<file path="config.mk">
export PLATFORM = sky130hd
export DESIGN_NAME = branch_sequencer
export DESIGN_NICKNAME = d
export VERILOG_FILES = /design/src/rtl/branch_sequencer.sv
export SDC_FILE = /design/constraint.sdc
export NUM_CORES = 1
export LEC_CHECK = 0
export BUFFER_PORTS_ARGS = -buffer_cell sky130_fd_sc_hd__buf_2
export CAP_MARGIN = 25
export CORE_ASPECT_RATIO = 0.6
export CORE_MARGIN = 10
export CORE_UTILIZATION = 30
export DETAILED_ROUTE_END_ITERATION = 10
export PLACE_DENSITY = 0.47
export SETUP_SLACK_MARGIN = 0.1
export SLEW_MARGIN = 20
export SYNTH_ARGS = -nofsm -noshare
export SYNTH_HDL_FRONTEND = slang
export SYNTH_SLANG_ARGS = --single-unit
</file>
<file path="constraint.sdc">
create_clock -name clk -period 5.39 [get_ports clk]
set_input_delay 0.8085 -clock clk [delete_from_list [all_inputs] [get_ports clk]]
set_output_delay 0.8085 -clock clk [all_outputs]
set_load 0.01 [all_outputs]
</file>
<file path="src/rtl/branch_sequencer.sv">
// branch_sequencer: instruction-address sequencer with a runtime-loaded branch table.
// Latency: one clock from ALUFlags / table hit to the new InstrAddr; nothing is pipelined.
// Backpressure: stall=1 in RUN freezes InstrAddr and suppresses table evaluation.
//
// Ports:
//   clk, reset (asynchronous, active-low)
//   start        level; IDLE->RUN, or HALT->RUN restarting from address 0; ignored in RUN
//   stall        hold InstrAddr while in RUN
//   ALUFlags     {N,V,C,Z} for the instruction at the current InstrAddr
//   cfg_we/cfg_idx/cfg_data   table write port, cfg_data = {match_addr, cond, target}
//   InstrAddr    registered instruction address
//   running, halted           state indications
//   branch_taken registered pulse: the last address update was a taken branch
//   taken_count  (only with BRANCH_SEQ_TAKEN_CNT_EN) saturating count of taken branches
//
// Optional feature macro: BRANCH_SEQ_TAKEN_CNT_EN adds the taken_count[15:0] output.
module branch_sequencer #(
    parameter int ADDR_W      = 8,
    parameter int NUM_ENTRIES = 8,
    parameter int HALT_ADDR   = 31,
    localparam int IDX_W      = (NUM_ENTRIES > 1) ? $clog2(NUM_ENTRIES) : 1,
    localparam int CFG_W      = 2 * ADDR_W + 3
) (
    input  logic              clk,
    input  logic              reset,
    input  logic              start,
    input  logic              stall,
    input  logic [3:0]        ALUFlags,
    input  logic              cfg_we,
    input  logic [IDX_W-1:0]  cfg_idx,
    input  logic [CFG_W-1:0]  cfg_data,
    output logic [ADDR_W-1:0] InstrAddr,
    output logic              running,
    output logic              halted,
    output logic              branch_taken
`ifdef BRANCH_SEQ_TAKEN_CNT_EN
    ,
    output logic [15:0]       taken_count
`endif
);

    typedef enum logic [1:0] {
        S_IDLE = 2'd0,
        S_RUN  = 2'd1,
        S_HALT = 2'd2
    } state_t;

    localparam logic [ADDR_W-1:0] HALT_A = ADDR_W'(HALT_ADDR);

    state_t            state_q;
    state_t            state_d;
    logic [ADDR_W-1:0] addr_d;
    logic              taken_d;

    // ------------------------------------------------------------------
    // Branch table
    // ------------------------------------------------------------------
    logic [ADDR_W-1:0] tab_match  [NUM_ENTRIES];
    logic [2:0]        tab_cond   [NUM_ENTRIES];
    logic [ADDR_W-1:0] tab_target [NUM_ENTRIES];

    logic [ADDR_W-1:0] cfg_match;
    logic [2:0]        cfg_cond;
    logic [ADDR_W-1:0] cfg_target;

    assign cfg_match  = cfg_data[CFG_W-1 -: ADDR_W];
    assign cfg_cond   = cfg_data[ADDR_W +: 3];
    assign cfg_target = cfg_data[ADDR_W-1:0];

    // A write lands at the edge, so a lookup of the same entry in that
    // cycle naturally sees the old contents.
    always_ff @(posedge clk or negedge reset) begin
        if (!reset) begin
            for (int i = 0; i < NUM_ENTRIES; i++) begin
                tab_match[i]  <= '0;
                tab_cond[i]   <= '0;
                tab_target[i] <= '0;
            end
        end else if (cfg_we) begin
            tab_match[cfg_idx]  <= cfg_match;
            tab_cond[cfg_idx]   <= cfg_cond;
            tab_target[cfg_idx] <= cfg_target;
        end
    end

    // ------------------------------------------------------------------
    // Condition evaluation and hit selection
    // ------------------------------------------------------------------
    logic flag_z;
    logic flag_c;
    logic flag_n;
    logic flag_v_unused;    // no condition code looks at overflow

    assign flag_z        = ALUFlags[0];
    assign flag_c        = ALUFlags[1];
    assign flag_v_unused = ALUFlags[2];
    assign flag_n        = ALUFlags[3];

    function automatic logic cond_true(input logic [2:0] cond,
                                       input logic z, input logic c, input logic n);
        logic r;
        case (cond)
            3'd0:    r = 1'b0;
            3'd1:    r = z;
            3'd2:    r = ~z;
            3'd3:    r = c;
            3'd4:    r = ~c;
            3'd5:    r = n;
            3'd6:    r = ~n;
            default: r = 1'b1;
        endcase
        return r;
    endfunction

    logic [NUM_ENTRIES-1:0] hit;
    logic                   hit_any;
    logic [ADDR_W-1:0]      hit_target;

    always_comb begin
        hit = '0;
        for (int i = 0; i < NUM_ENTRIES; i++) begin
            hit[i] = (tab_match[i] == InstrAddr) &&
                     cond_true(tab_cond[i], flag_z, flag_c, flag_n);
        end
    end

    // Scanning from the top down lets the lowest-index hit overwrite the rest.
    always_comb begin
        hit_any    = |hit;
        hit_target = '0;
        for (int i = NUM_ENTRIES - 1; i >= 0; i--) begin
            if (hit[i]) begin
                hit_target = tab_target[i];
            end
        end
    end

    // ------------------------------------------------------------------
    // Sequencer FSM
    // ------------------------------------------------------------------
    always_ff @(posedge clk or negedge reset) begin
        if (!reset) begin
            state_q      <= S_IDLE;
            InstrAddr    <= '0;
            branch_taken <= 1'b0;
        end else begin
            state_q      <= state_d;
            InstrAddr    <= addr_d;
            branch_taken <= taken_d;
        end
    end

    always_comb begin
        state_d = state_q;
        addr_d  = InstrAddr;
        taken_d = 1'b0;
        case (state_q)
            S_IDLE: begin
                // Address 0 is the first instruction after the start edge.
                addr_d = '0;
                if (start) begin
                    state_d = S_RUN;
                end
            end
            S_RUN: begin
                if (!stall) begin
                    // The park address wins over any table entry matching it.
                    if (InstrAddr == HALT_A) begin
                        state_d = S_HALT;
                    end else if (hit_any) begin
                        addr_d  = hit_target;
                        taken_d = 1'b1;
                    end else begin
                        addr_d = InstrAddr + 1'b1;
                    end
                end
            end
            S_HALT: begin
                addr_d = HALT_A;
                if (start) begin
                    state_d = S_RUN;
                    addr_d  = '0;
                end
            end
            default: begin
                state_d = S_IDLE;
                addr_d  = '0;
            end
        endcase
    end

    assign running = (state_q == S_RUN);
    assign halted  = (state_q == S_HALT);

`ifdef BRANCH_SEQ_TAKEN_CNT_EN
    // ------------------------------------------------------------------
    // Taken-branch counter, cleared whenever a program (re)starts
    // ------------------------------------------------------------------
    logic        restart;
    logic [15:0] cnt_q;

    assign restart = (state_q != S_RUN) && (state_d == S_RUN);

    always_ff @(posedge clk or negedge reset) begin
        if (!reset) begin
            cnt_q <= '0;
        end else if (restart) begin
            cnt_q <= '0;
        end else if (taken_d && (cnt_q != 16'hFFFF)) begin
            cnt_q <= cnt_q + 16'd1;
        end
    end

    assign taken_count = cnt_q;
`endif

endmodule

</file>
; ---- Word-level counts from Yosys, hierarchy flattened
; Index checks and enable logic that the tools add are counted.
; Widths: inputs -> output; s select.
[totals]
inputBits = 31
mem_count = 0
latchBits = 0
output_inout_bits = 11
wordCells = 155
reg_bits = 163
rom_bits = 0
ramBits = 0
[op_classes]
n_div = 0
n_lt_le_gt_ge = 2
eq_ne = 63
n_reduce_logical = 22
n_bitwise = 4
n_mux = 36
add_sub_neg = 1
n_mul = 0
n_shift = 0
[ops]
columns = cell, n
row1 = $bwmux 64, 2
row2 = $mux 8, 12
row3 = $eq 3x3->1 const B, 24
row4 = $eq 8x8->1, 8
row5 = $pmux 1 s7, 8
row6 = $eq 3x2->1 const B, 16
row7 = $bwmux 24, 1
row8 = $demux 8 s3, 1
row9 = $eq 3x1->1 const B, 8
row10 = $logic_not 3->1, 8
row11 = $pmux 8 s2, 1
row12 = $demux 3 s3, 1
row13 = $logic_and 1x1->1, 9
row14 = $add 8x1->8 const B, 1
row15 = $eq 8x5->1 const B, 1
row16 = $reduce_or 8->1, 1
row17 = $mux 2, 3
row18 = $mux 5, 1
row19 = $ge 4x4->1 const B, 1
row20 = $lt 4x1->1 const B, 1
row21 = $mux 1, 4
row22 = $ne 2x1->1 const B, 2
row23 = $ne 2x2->1 const B, 2
row24 = $not 3->4, 1
row25 = other kinds (9), 11

; ---- Logic depth before layout (Yosys ltp)
[logic_depth]
depth_word = 15
mapped_depth = 11
mapped_depth_nobuf = 8

; ---- Worst setup path after synthesis
; OpenSTA, ideal clock, no wires.
[synth_path]
path_kind = input port to flip-flop
start = input port ALUFlags[0]
end = register InstrAddr[4]
arrival_ps = 2731
t_required_ps = 5264
setup_ps = 126
cell_stages = 9
n_path_buf = 1
path_slack_ps = 2532
cell_sequence = buf_2 -> mux2_2 -> o211ai_1 -> a2111oi_4 -> nor2_1 -> nand4b_1 -> nor2_2 -> a21oi_1 -> a311o_1
[synth_via]
elab_chain_len = 15
word_cells_on_any_way = 30
classes_between = 20 x mux / 1 x bitwise / 9 x reduce/logical
[synth_rtl]
columns = element, line
row1 = from (decl), 28  ; input logic [3:0] ALUFlags,
row2 = $not 1->1, 105  ; 3'd2: r = ~z;
row3 = $pmux 1 s7, 102  ; case (cond)
row4 = $logic_and 1x1->1, 122  ; hit[i] = (tab_match[i] == InstrAddr) &&
row5 = $mux 8 (8 in series), 132  ; if (hit[i]) begin
row6 = $mux 8 *, 170  ; end else if (hit_any) begin
row7 = $mux 8 *, 168  ; if (InstrAddr == HALT_A) begin
row8 = $mux 8 *, 166  ; if (!stall) begin
row9 = $pmux 8 s2 *, 157  ; case (state_q)
row10 = to (signal assigned), 148  ; InstrAddr <= addr_d;
row11 = to (decl), 32  ; output logic [ADDR_W-1:0] InstrAddr,
; Every way passes the cells marked *; elsewhere a longest branch is shown, timed or not. The select of a mux whose other input is x is not followed.
; A chain may end at the register's enable or synchronous reset.

; ---- Final worst setup path
[layout_path]
start = register InstrAddr[4]
end = register InstrAddr[4]
[layout_via]
elab_chain_len = 14
word_cells_on_any_way = 33
classes_between = 1 x add/sub / 10 x eq/ne / 12 x mux / 10 x reduce/logical
[layout_rtl]
columns = element, line
row1 = $eq 8x8->1, 122
row2 = $logic_and 1x1->1, 122
row3 = $mux 8 (8 in series), 132
row4 = $mux 8, 170
row5 = $mux 8, 168
row6 = $mux 8, 166
row7 = $pmux 8 s2, 157
; Parallel ways exist; a longest one is shown, timed or not. The select of a mux whose other input is x is not followed.

==> flow_metrics.env <==
export IMPL_hold_class="input pin to asynchronous set/reset pin"
export IMPL_ir_drop_mv=0.211
export IMPL_vias_per_cell=5.29
export IMPL_synth_yosys_seq_area_share=0.476
export IMPL_leakage_nw=4.20
export IMPL_grt_usage=0.149
export IMPL_layout_drive_gt1_share=0.334
export IMPL_grt_overflow_total=0
export IMPL_cp_data_required_time_ns=5.71
export IMPL_hold_ws_ns=0.400
export IMPL_r2r_start="InstrAddr[4]$_DFFE_PN0P_"
export IMPL_synth_edf_count=0
export IMPL_relSlewSlack=0.413
export IMPL_final_cell_mix="163 x dfrtp_1, 149 x mux2_2, 39 x buf_2"
export IMPL_initial_core_util=0.308
export IMPL_port_buffers=40
export IMPL_hpwl_um=18300
export IMPL_max_freq_ghz=0.272
export IMPL_ys_flop_type="dfrtp_1"
export IMPL_finalWirelength_um=25900
export IMPL_fin_crit_ns=3.67
export IMPL_fillCellCount=2825
export IMPL_grt_pass1_vias=6077
export IMPL_path_buf_inv=0
export IMPL_clock_sinks=163
export IMPL_place_area_um2=9200
export IMPL_cp_end_kind="register"
export IMPL_final_common_cell="dfrtp_1"
export IMPL_grt_max_degree=83
export IMPL_path_cells="xnor2_1 -> nand3_1 -> nor4_2 -> nand2_1 -> and3_1 -> o31ai_1 -> o211ai_1 -> a311o_1"
export IMPL_worst_pin_slew_ns=0.879
export IMPL_antenna_found_initial=0
export IMPL_avgSynthCellArea_um2=11.7
export IMPL_synth_top_area_cell="dfrtp_1"
export IMPL_netlist_instances=731
export IMPL_core_area_um2=27900
export IMPL_final_cells=1149
export IMPL_vias=6077
export IMPL_ys_ff_latch=163
export IMPL_setup_tns_ns=0
export IMPL_rsz0062_at_grt="false"
export IMPL_fin_nets=805
export IMPL_cp_top_family="simple AND/OR/NAND/NOR gates"
export IMPL_tritoncts="done"
export IMPL_clk_pin_slew_worst_paths_ns=0.06
export IMPL_cts_setup_buffers=0
export IMPL_ctsRootBufferMaster="clkbuf_16"
export IMPL_final_setup_skew_ns=0.00969
export IMPL_yosys_top_cells_area="dfrtp_1 48%, mux2_2 20%, xor2_1 3.5%"
export IMPL_grt_pass1_wl_um=39600
export IMPL_synth_cell_types=74
export IMPL_reg2reg_depth=8
export IMPL_cp_slowest_cell="dfrtp_1"
export IMPL_cts_path_max_buffers=2
export IMPL_gp_congestion=0.799
export IMPL_syn_to_final_growth_pct=14.8
export IMPL_finalInstanceArea_um2=9840
export IMPL_synth_top_area_share=0.476
export IMPL_ff_latch_area_um2=4080
export IMPL_pin_count=42
export IMPL_r2r_slack_ns=1.72
export IMPL_fp_dieW_um=238
export IMPL_drc_errors=0
export IMPL_dp_cells=1117
export IMPL_core_rowCount=47
export IMPL_post_cts_resized=0
export IMPL_rr_endpoint="InstrAddr[4]$_DFFE_PN0P_"
export IMPL_postCtsHoldBufs=0
export IMPL_wl_per_cell_um=22.6
export IMPL_worstSkewPairLatency_ns=0.45
export IMPL_slew_viol_final=0
export IMPL_setup_viol=0
export IMPL_power_w=0.00394
export IMPL_crit_path_max_fanout=11
export IMPL_syn_cell_area_um2=8570
export IMPL_die_height_um=151
export IMPL_min_period_over_period=0.682
export IMPL_syn_nets=767
export IMPL_hold_viol_final=0
export IMPL_status="complete, no violations"
export IMPL_antenna_cells=0
export IMPL_drt_iter0_markers=578
export IMPL_synthArstFlopShare=1.00
export IMPL_cap_violations=0
export IMPL_max_stage_delay_ns=0.82
export IMPL_multi_input_area_um2=4260
export IMPL_numCtsBuffers=17
export IMPL_crit_type="register to register"
export IMPL_htree_levels=4
export IMPL_dieArea_um2=36000
export IMPL_p_per_area_nw_per_um2=400
export IMPL_dr_pass1_iters=7
export IMPL_start_kind="register"
export IMPL_yosysWarnings=0
export IMPL_ant_nets=0
export IMPL_crit_arrival_ns=4.00
## worst max path at each step
stage	start	depth (start not counted)	slack, ns	to
2_1_floorplan	ALUFlags[0]	9	2.53	InstrAddr[4]$_DFFE_PN0P_
3_3_place_gp	ALUFlags[3]	9	1.41	InstrAddr[4]$_DFFE_PN0P_
3_5_place_dp	ALUFlags[3]	9	1.44	InstrAddr[4]$_DFFE_PN0P_
4_1_cts	InstrAddr[4]$_DFFE_PN0P_	8	1.79	InstrAddr[4]$_DFFE_PN0P_
5_1_grt	InstrAddr[4]$_DFFE_PN0P_	8	1.54	InstrAddr[4]$_DFFE_PN0P_
6_report	InstrAddr[4]$_DFFE_PN0P_	8	1.72	InstrAddr[4]$_DFFE_PN0P_
## cell families (layout without fill, tap and decap cells)
| group | Yosys count | in the layout | synth area share |
|---|---|---|---|
| fa+ha+maj | 5 | 5 | 0.00730 |
| buf+inv | 53 | 104 | 0.0302 |
| xor+xnor | 67 | 67 | 0.0684 |
| compound gates | 107 | 107 | 0.0883 |
| simple gates | 179 | 179 | 0.125 |
| flops | 163 | 163 | 0.476 |
| mux | 157 | 157 | 0.205 |
## layer usage
metal  vias up  GRT usage  wire (um)
met5         -          0          0
met4         0     0.0396        271
met3        20     0.0372       1740
met2       147      0.191       9680
met1      3168      0.235      14200
li1       2742          -          -
## where the power goes
part	internal (W)	total [W]	switching [W]	leakage (nW)
clock	0.000844	0.00136	0.000512	0.318
combinational	0.000440	0.000891	0.000452	1.90
sequential	0.00149	0.00169	0.000207	1.98
total	0.00277	0.00394	0.00117	4.20
## cell type report
cell class / count / share of cell area
well taps: 367 / 0.0466
clock buffers: 22 / 0.0472
clock inverters: 10 / 0.0182
inverters: 12 / 0.00458
flip-flops and latches: 163 / 0.414
repair buffers: 60 / 0.0362
multi-input cells: 515 / 0.433
## sequential cells by signal (all words and copies together) (netlist names)
register	flops
InstrAddr	8
branch_taken	1
state_q	2
tab_cond	24
tab_match	64
tab_target	64
## cell usage after synthesis (8+ instances only)
master	instances
dfrtp_1	163
mux2_2	149
xor2_1	34
xnor2_1	33
nand2_1	31
nand3_1	29
a21oi_1	26
nor2_1	19
clkbuf_1	18
o21ai_0	18
buf_2	15
inv_1	12
nand2b_1	12
nor3_1	12
and3_1	11
mux2i_1	8
nand4_1	8
## stage by stage
step | worst slack, ns | util
after floorplan | 2.53 | -
after global placement | 1.41 | 0.330
after detailed placement | 1.44 | 0.330
after CTS | 1.79 | 0.353
after global routing | 1.54 | 0.353
final | 1.72 | 0.353
(Power assumes the default switching activity.)
